$ cat src/rtl/piano_pkg.sv
// Shared encodings for the piano control core: switch/button/source
// indices, the decoded mode type and the song/pause state type.
package piano_pkg;

  // Raw mode-switch encodings; any other pattern means idle.
  localparam logic [2:0] MODE_AUTO   = 3'b011;
  localparam logic [2:0] MODE_MANUAL = 3'b001;
  localparam logic [2:0] MODE_STUDY  = 3'b111;

  // Player source indices into src_speaker / src_led.
  localparam int SRC_AUTO   = 0;
  localparam int SRC_MANUAL = 1;
  localparam int SRC_STUDY  = 2;

  // Button bit positions.
  localparam int BTN_PREV  = 0;
  localparam int BTN_PAUSE = 1;
  localparam int BTN_NEXT  = 2;

  // Decoded, registered operating mode.
  typedef enum logic [1:0] {
    MD_IDLE   = 2'd0,
    MD_AUTO   = 2'd1,
    MD_MANUAL = 2'd2,
    MD_STUDY  = 2'd3
  } mode_t;

  // Song/pause FSM states.
  typedef enum logic [1:0] {
    ST_IDLE   = 2'd0,
    ST_RUN    = 2'd1,
    ST_PAUSED = 2'd2
  } play_state_t;

  // Map the raw switch pattern onto a decoded mode.
  function automatic mode_t decode_mode(input logic [2:0] sw);
    mode_t m;
    case (sw)
      MODE_AUTO:   m = MD_AUTO;
      MODE_MANUAL: m = MD_MANUAL;
      MODE_STUDY:  m = MD_STUDY;
      default:     m = MD_IDLE;
    endcase
    return m;
  endfunction

  // Song navigation and pause only apply to the song-playing modes.
  function automatic logic buttons_enabled(input mode_t m);
    return (m == MD_AUTO) || (m == MD_STUDY);
  endfunction

endpackage

$ cat src/rtl/btn_debounce.sv
// Single-button debouncer: 2-flop synchroniser, stability counter and a
// one-cycle press pulse on an accepted 0->1 transition.
module btn_debounce #(
  parameter int DEBOUNCE_CYC = 2000000
) (
  input  logic clk,
  input  logic rst,
  input  logic raw,
  output logic press
);

  localparam int CW = (DEBOUNCE_CYC < 2) ? 1 : $clog2(DEBOUNCE_CYC + 1);
  localparam logic [CW-1:0] CNT_LAST = CW'(DEBOUNCE_CYC - 1);

  logic          sync1;
  logic          sync2;
  logic          level;
  logic [CW-1:0] cnt;

  // Synchronise the raw input, then accept a new level only after it has
  // differed from the current level for DEBOUNCE_CYC consecutive cycles.
  always_ff @(posedge clk) begin
    if (rst) begin
      sync1 <= 1'b0;
      sync2 <= 1'b0;
      level <= 1'b0;
      cnt   <= '0;
      press <= 1'b0;
    end else begin
      sync1 <= raw;
      sync2 <= sync1;
      press <= 1'b0;
      if (sync2 == level) begin
        cnt <= '0;
      end else if (cnt == CNT_LAST) begin
        level <= sync2;
        cnt   <= '0;
        press <= sync2;
      end else begin
        cnt <= cnt + CW'(1);
      end
    end
  end

endmodule

$ cat src/rtl/piano_mode_ctrl.sv
// Piano control core: debounced prev/pause/next buttons, mode decode with
// a post-change mute window, song/pause FSM and a registered output mux
// that routes one player source to the speaker and LED bank.
module piano_mode_ctrl
  import piano_pkg::*;
#(
  parameter int NUM_SONGS    = 4,
  parameter int SONG_W       = $clog2(NUM_SONGS),
  parameter int NUM_SRC      = 3,
  parameter int LED_W        = 8,
  parameter int DEBOUNCE_CYC = 2000000,
  parameter int MUTE_CYC     = 100000
) (
  input  logic                     clk,
  input  logic                     rst,
  input  logic [2:0]               button,
  input  logic [2:0]               mode,
  input  logic [NUM_SRC-1:0]       src_speaker,
  input  logic [NUM_SRC*LED_W-1:0] src_led,
  output logic [SONG_W-1:0]        song_num,
  output logic                     pause,
  output logic [NUM_SRC-1:0]       active_src,
  output logic                     song_change,
  output logic                     speaker,
  output logic [LED_W-1:0]         led
);

  localparam int MUTE_W = $clog2(MUTE_CYC + 1);
  localparam logic [MUTE_W-1:0] MUTE_LOAD = MUTE_W'(MUTE_CYC);
  localparam logic [SONG_W-1:0] SONG_LAST = SONG_W'(NUM_SONGS - 1);

  logic [2:0]        press;
  mode_t             mode_dec;
  mode_t             mode_r;
  logic              mode_chg;
  logic [MUTE_W-1:0] mute_cnt;
  play_state_t       state;
  logic              btn_en;
  logic              do_next;
  logic              do_prev;
  logic              do_pause;

  // One debouncer per button.
  for (genvar i = 0; i < 3; i++) begin : g_db
    btn_debounce #(
      .DEBOUNCE_CYC(DEBOUNCE_CYC)
    ) u_db (
      .clk  (clk),
      .rst  (rst),
      .raw  (button[i]),
      .press(press[i])
    );
  end

  assign mode_dec = decode_mode(mode);
  assign mode_chg = (mode_dec != mode_r);

  // prev and next together cancel each other.
  assign btn_en   = buttons_enabled(mode_r);
  assign do_next  = btn_en && press[BTN_NEXT] && !press[BTN_PREV];
  assign do_prev  = btn_en && press[BTN_PREV] && !press[BTN_NEXT];
  assign do_pause = btn_en && press[BTN_PAUSE];

  function automatic logic [NUM_SRC-1:0] src_onehot(input mode_t m);
    logic [NUM_SRC-1:0] v;
    v = '0;
    case (m)
      MD_AUTO:   v[SRC_AUTO]   = 1'b1;
      MD_MANUAL: v[SRC_MANUAL] = 1'b1;
      MD_STUDY:  v[SRC_STUDY]  = 1'b1;
      default:   v = '0;
    endcase
    return v;
  endfunction

  // Track the decoded mode, (re)arm the mute window on every change and
  // publish the active source one-hot.
  always_ff @(posedge clk) begin
    if (rst) begin
      mode_r     <= MD_IDLE;
      mute_cnt   <= '0;
      active_src <= '0;
    end else begin
      if (mode_chg) begin
        mode_r   <= mode_dec;
        mute_cnt <= MUTE_LOAD;
      end else if (mute_cnt != '0) begin
        mute_cnt <= mute_cnt - MUTE_W'(1);
      end
      active_src <= src_onehot(mode_r);
    end
  end

  // Song/pause FSM: a song change wins over pause and always resumes play;
  // a mode change clears pause last so it overrides any toggle.
  always_ff @(posedge clk) begin
    if (rst) begin
      state       <= ST_IDLE;
      song_num    <= '0;
      pause       <= 1'b0;
      song_change <= 1'b0;
    end else begin
      song_change <= 1'b0;
      if (do_next || do_prev) begin
        if (do_next) begin
          song_num <= (song_num == SONG_LAST) ? '0 : song_num + SONG_W'(1);
        end else begin
          song_num <= (song_num == '0) ? SONG_LAST : song_num - SONG_W'(1);
        end
        song_change <= 1'b1;
        state       <= ST_RUN;
        pause       <= 1'b0;
      end else if (do_pause) begin
        if (state == ST_PAUSED) begin
          state <= ST_RUN;
          pause <= 1'b0;
        end else begin
          state <= ST_PAUSED;
          pause <= 1'b1;
        end
      end
      if (mode_chg) begin
        state <= buttons_enabled(mode_dec) ? ST_RUN : ST_IDLE;
        pause <= 1'b0;
      end
    end
  end

  // Registered output mux, forced silent while muted or idle.
  always_ff @(posedge clk) begin
    if (rst) begin
      speaker <= 1'b0;
      led     <= '0;
    end else if ((mute_cnt != '0) || (mode_r == MD_IDLE)) begin
      speaker <= 1'b0;
      led     <= '0;
    end else begin
      case (mode_r)
        MD_AUTO: begin
          speaker <= src_speaker[SRC_AUTO];
          led     <= src_led[SRC_AUTO*LED_W +: LED_W];
        end
        MD_MANUAL: begin
          speaker <= src_speaker[SRC_MANUAL];
          led     <= src_led[SRC_MANUAL*LED_W +: LED_W];
        end
        MD_STUDY: begin
          speaker <= src_speaker[SRC_STUDY];
          led     <= src_led[SRC_STUDY*LED_W +: LED_W];
        end
        default: begin
          speaker <= 1'b0;
          led     <= '0;
        end
      endcase
    end
  end

endmodule

$ cat config.mk
export PLATFORM = sky130hd
export DESIGN_NAME = piano_mode_ctrl
export DESIGN_NICKNAME = d
export VERILOG_FILES = /design/src/rtl/piano_pkg.sv /design/src/rtl/btn_debounce.sv /design/src/rtl/piano_mode_ctrl.sv
export SDC_FILE = /design/constraint.sdc
export NUM_CORES = 1
export LEC_CHECK = 0
export ABC_CLOCK_PERIOD_IN_PS = 4100
export CAP_MARGIN = 10
export CORE_MARGIN = 1
export CORE_UTILIZATION = 45
export DETAILED_ROUTE_END_ITERATION = 6
export MAX_ROUTING_LAYER = met4
export PLACE_DENSITY = 0.65
export SYNTH_ARGS = -nofsm -noshare
export SYNTH_HDL_FRONTEND = slang
export SYNTH_SLANG_ARGS = --single-unit
$ cat constraint.sdc
create_clock -name clk -period 4.1 [get_ports clk]
set_input_delay 0.82 -clock clk [delete_from_list [all_inputs] [get_ports clk]]
set_output_delay 0.82 -clock clk [all_outputs]
set_load 0.01 [all_outputs]
**After elaboration in Yosys (flattened, before gate mapping)**

Cells that the tools add are included.

- Add/subtract/negate cells: 6
- Multiply operators: 0
- Div/mod/pow operators: 0
- $lt $le $gt $ge: 0
- Equality and inequality tests: 17
- Shift operators: 0
- Multiplexer cells: 18
- Bitwise logic cells: 6
- Reduce and logical (&&, ||, !) cells: 28

Operator list:

| kind | count |
|---|---|
| 21-bit by 1-bit adder with 21-bit output, second input constant | 3 |
| 21-bit equality test, second input constant | 3 |
| 17-bit 2-to-1 mux | 2 |
| 8-bit case mux with 3 select lines | 1 |
| 3-bit OR reduction | 7 |
| 17-bit nonzero test | 1 |
| 17-bit by 1-bit subtractor with 17-bit output, second input constant | 1 |
| 2-bit 2-to-1 mux | 7 |
| 2-bit equality test, second input constant | 5 |
| 1-bit 2-to-1 mux | 6 |
| 1-bit NOT | 6 |
| 2-bit case mux with 3 select lines | 1 |
| 2-bit AND reduction | 3 |
| 1-bit logical AND | 5 |
| 2-bit by 1-bit equality test with 1-bit output, second input constant | 2 |
| 2-bit zero test | 2 |
| 1-bit logical OR | 4 |
| 2-bit OR reduction | 2 |
| 1-bit equality test | 3 |
| 3-bit by 1-bit equality test with 1-bit output, second input constant | 1 |
| 3-bit by 2-bit equality test with 1-bit output, second input constant | 1 |
| 3-bit equality test, second input constant | 1 |
| 1-bit case mux with 3 select lines | 1 |
| 3-bit nonzero test | 1 |
| 5 further kinds | 6 |

- Register bits after elaboration: 112
- Latch bits: 0
- Bits in writable memories: 0
- ROM bits: 0
- Input port bits: 35
- Output and inout port bits: 16
- Logic and storage cells: 100
- Memories: 0

**Depth between registers and ports, before layout**

- Depth in word-level cells: 7
- Depth in mapped cells: 7
- Depth with buffers taken out: 6

**Modules after synthesis**

A second synthesis with hierarchy kept.

- Cell total of the unflattened synthesis: 586
- Area total of the unflattened synthesis: 5106.1 um^2

By module, submodules not included:

| module | instances | cells each | area each (um^2) | seq. area each (um^2) |
|---|---|---|---|---|
| btn_debounce | 3 | 127 | 1096.1 | 500.5 |
| piano_mode_ctrl | 1 | 205 | 1818.0 | 740.7 |

**Least setup slack after synthesis**

No wires, ideal clock.

- Kind: flip-flop to flip-flop
- From: reg g_db[1].u_db.cnt[0]
- To: reg g_db[1].u_db.cnt[20]
- Setup time: 71 ps
- Data arrival time: 1841 ps
- Data required time: 4029 ps
- Setup slack: 2189 ps
- Cell stages (with the launch flop): 7
- Path buffers: 1
- Clock period less this slack: 1911 ps
- Cell sequence: dfxtp_1 -> ha_1 -> nand3_2 -> or4_1 -> buf_2 -> or4_1 -> a21oi_1

- Cells in the longest elaborated chain, start to end: 2
- Elaborated cells on any way between the ends: 3
- Classes of those cells: 1 x add/sub; 1 x eq/ne; 1 x reduce/logical

Ends and longest elaborated chain:

| element | RTL line | text |
|---|---|---|
| start: declaration | btn_debounce.sv:18 | `logic [CW-1:0] cnt;` |
| start signal: assignment | btn_debounce.sv:40 | `cnt <= cnt + CW'(1);` |
| branches (longest 2 deep; another with 21-bit by 1-bit adder with 21-bit output) | -- |  |

Several ways; the timed one is not identified.
A chain may end at the register's enable or synchronous reset.

**Worst setup path after layout**

- From: reg g_db[0].u_db.cnt[10]
- To: reg g_db[0].u_db.cnt[5]

- Cells in the longest elaborated chain, start to end: 2

Ends and longest elaborated chain:

| element | RTL line | text |
|---|---|---|
| start: declaration | btn_debounce.sv:18 |  |
| start signal: assignment | btn_debounce.sv:40 |  |
| 21-bit equality test | btn_debounce.sv:35 | `end else if (cnt == CNT_LAST) begin` |
| 3-bit OR reduction (no source line) | -- |  |

Every way passes these cells.

==> results.cfg <==
[status]
status = finished, final reports clean

[grt]
grt_pass1_vias = 4009
grt_util_met2_pct = 31.9
antenna_found_initial = 0
grt_max_degree = 25
gr-usage-all-layers_pct = 20.1
busiest_layer = met2
grt_pass1_wl_um = 18100
grt_overflow = 0
met1_usage_pct = 24.8
grt_use_met3_pct = 5.97

[cts]
clk_pin_slew_worst_paths_ps = 100
clock-sinks = 112
root_buffer = clkbuf_8
cts_resized = 0
cts_buffers = 9
cts_buffer_depth = 2
cts_max_level = 3
cts_tree = done
worstSkewPairLatency_ps = 380
post_cts_buffers = 0
cts_hold_buf = 0

[cells_and_area]
diodes = 0
drive_above_1_share_pct = 4.90
area_growth_syn_to_layout_pct = 16.4
fin_cells = 773
fin_area_um2 = 5880
final_util_pct = 54.0
finalNetCount = 669

[placed_design]
finalWeightedCongestion = 0.802
dpl.cell_count = 757
post_dp_cell_area_um2 = 5670
detailed_place_hpwl_um = 7480
dp_slack_ps = 1640
io_buffers = 50

[critical_path]
path_cells = or4b_2, nor4_2, a211o_1, nor2_1
crit_arrival_ps = 2590
slowest_stage = or4b_2
path_max_fanout = 21
crit_buf_inv = 0
crit_type = reg -> reg
cp-startpoint = g_db[0].u_db.cnt[10]
rr_worst_depth = 4
r2r_setup_slack_ps = 1760
cp-end-kind = register
crit_family = simple AND/OR/NAND/NOR gates
cp_slowest_stage_delay_ps = 620
start_kind = register
cp_num_cells = 4
reg2reg_from = g_db[0].u_db.cnt[10]
crit_end = g_db[0].u_db.cnt[5]
r2r-end = g_db[0].u_db.cnt[5]
critPathRequiredTime_ps = 4350

[floorplanning]
io_pins = 51
core_area_um2 = 10900
start_util_pct = 46.4
die-width_um = 108
die_h_um = 108
die_area_um2 = 11700
row_count = 38

[routing]
firstDrtPassIters = 4
ant_nets = 0
drt_iter0_markers = 263
vias_per_cell = 5.56
post_drt_wl_per_cell_um = 13.7
post-route-drc-count = 0
drt_wl_total_um = 10600
vias = 4295

[synth]
synth_edf_count = 0
seq_area_frac_synth_pct = 44.4
synth_nets = 623
synth_cells = 582
netlist_area_um2 = 5050
ys_ff_latch = 112
ys_async_sr_fraction_pct = 0
synth.distinct_cells = 51
syn_avg_cell_area_um2 = 8.68
ys_warn_count = 0
synth-main-ff-cell = dfxtp_1

[timing]
finalMaxSlewViolations = 0
setup_viol = 0
holdWs_ps = 453
fin_crit_sh_pct = 57.0
layout_min_cycle_time_ps = 2340
setup_tns_ps = 0
tightest_slew_ps = 789
rsz0062_at_grt = false
fin_ws_ps = 1760
fin_skew_ps = 8.34
slew-limit-headroom_pct = 47.4
max_freq_mhz = 428
hold_violations = 0

[pwr]
switching_share_pct = 23.4
cellPowerDensity_nw_per_um2 = 347
p_int_mw = 1.56
p_sw_mw = 0.476
p_seq_share_pct = 55.9
finalPower_mw = 2.04
pwr-share-clk_pct = 35.0
ir_drop_uv = 224
p_leak_nw = 1.84
combPwrFrac_pct = 9.1

[min_path]
hp-class = reg -> reg

[flow_run]
drv_cap = 0
==> registers in the layout, summed over array words and instances (netlist names) <==
register / cells
g_db.u_db.cnt: 63
mute_cnt: 17
led: 8
active_src: 3
g_db.u_db.level: 3
g_db.u_db.press: 3
g_db.u_db.sync1: 3
g_db.u_db.sync2: 3
mode_r: 2
song_num: 2
state: 2
pause: 1
song_change: 1
speaker: 1
==> synth_stat cells (all sizes together), types with 12 or more instances <==
cell	n	area, um^2
xor2	16	140
o21ai	27	135
and3	12	75.1
xnor2	23	201
inv	16	60.1
nand2	28	105
a21oi	52	260
nor2	71	267
dfxtp	112	2240
nand4	16	106
nand3	34	180
or3	20	125
nor3	15	80.1
or4	15	113
==> power groups by stage <==
stage	logic, mW	clock network, mW	registers, mW
after floorplan	0.123	0	1.15
after global placement	0.180	0	1.16
after detailed placement	0.184	0	1.16
after CTS	0.185	0.741	1.14
after global routing	0.206	0.783	1.14
final	0.185	0.714	1.14
==> worst min path at each step <==
stage | start | endpoint | slack (ps) | depth (start not counted)
floorplan | g_db[0].u_db.sync1 | g_db[0].u_db.sync2 | 410 | 1
global placement | g_db[0].u_db.sync1 | g_db[0].u_db.sync2 | 430 | 1
detailed placement | g_db[1].u_db.sync1 | g_db[1].u_db.sync2 | 430 | 1
CTS | g_db[1].u_db.sync1 | g_db[1].u_db.sync2 | 460 | 1
global route | g_db[0].u_db.sync1 | g_db[0].u_db.sync2 | 470 | 1
finish | g_db[1].u_db.sync1 | g_db[1].u_db.sync2 | 450 | 1
==> cell type report <==
| class | count | area, um^2 |
|---|---|---|
| Inverter | 16 | 60.1 |
| Clock buffer | 13 | 149 |
| Sequential cell | 112 | 2240 |
| Timing Repair Buffer | 53 | 523 |
| Clock inverter | 3 | 65.1 |
| Multi-Input combinational cell | 436 | 2670 |
| Tap cell | 140 | 175 |
| Fill cell | 1028 | 5010 |
==> logic make-up (layout without fill, tap and decap cells) <==
group           Yosys count  after routing  synth area share (%)
compound gates          113            113                  13.2
xor+xnor                 39             39                  6.76
fa+ha+maj                 6              6                  1.49
buf+inv                  34             85                  2.82
flops                   112            112                  44.4
mux                      11             11                  2.21
simple gates            267            267                  29.1
==> worst reg2reg max path, stage by stage (launching register included) <==
cell,delay (ps)
dfxtp_1,440
or4b_2,620
nor4_2,420
a211o_1,610
nor2_1,120
==> routing by layer <==
metal,up-vias,wire length [um]
met5,-,0
met4,0,106
met3,5,641
met2,91,4750
met1,2004,5060
li1,2195,-
==> cells in the final DEF, fill, tap and decap left out, drive strengths merged, types with 11 or more instances in the layout <==
cell           Yosys  routed
clkdlybuf4s50      0      50
and3              12      12
xor2              16      16
or3               20      20
nor2              71      71
clkbuf            10      13
nand3             34      34
o21ai             27      27
nand2             28      28
dfxtp            112     112
a21oi             52      52
inv               16      16
o31ai             11      11
xnor2             23      23
nor3              15      15
nand4             16      16
or4               15      15
(Power assumes the default switching activity.)
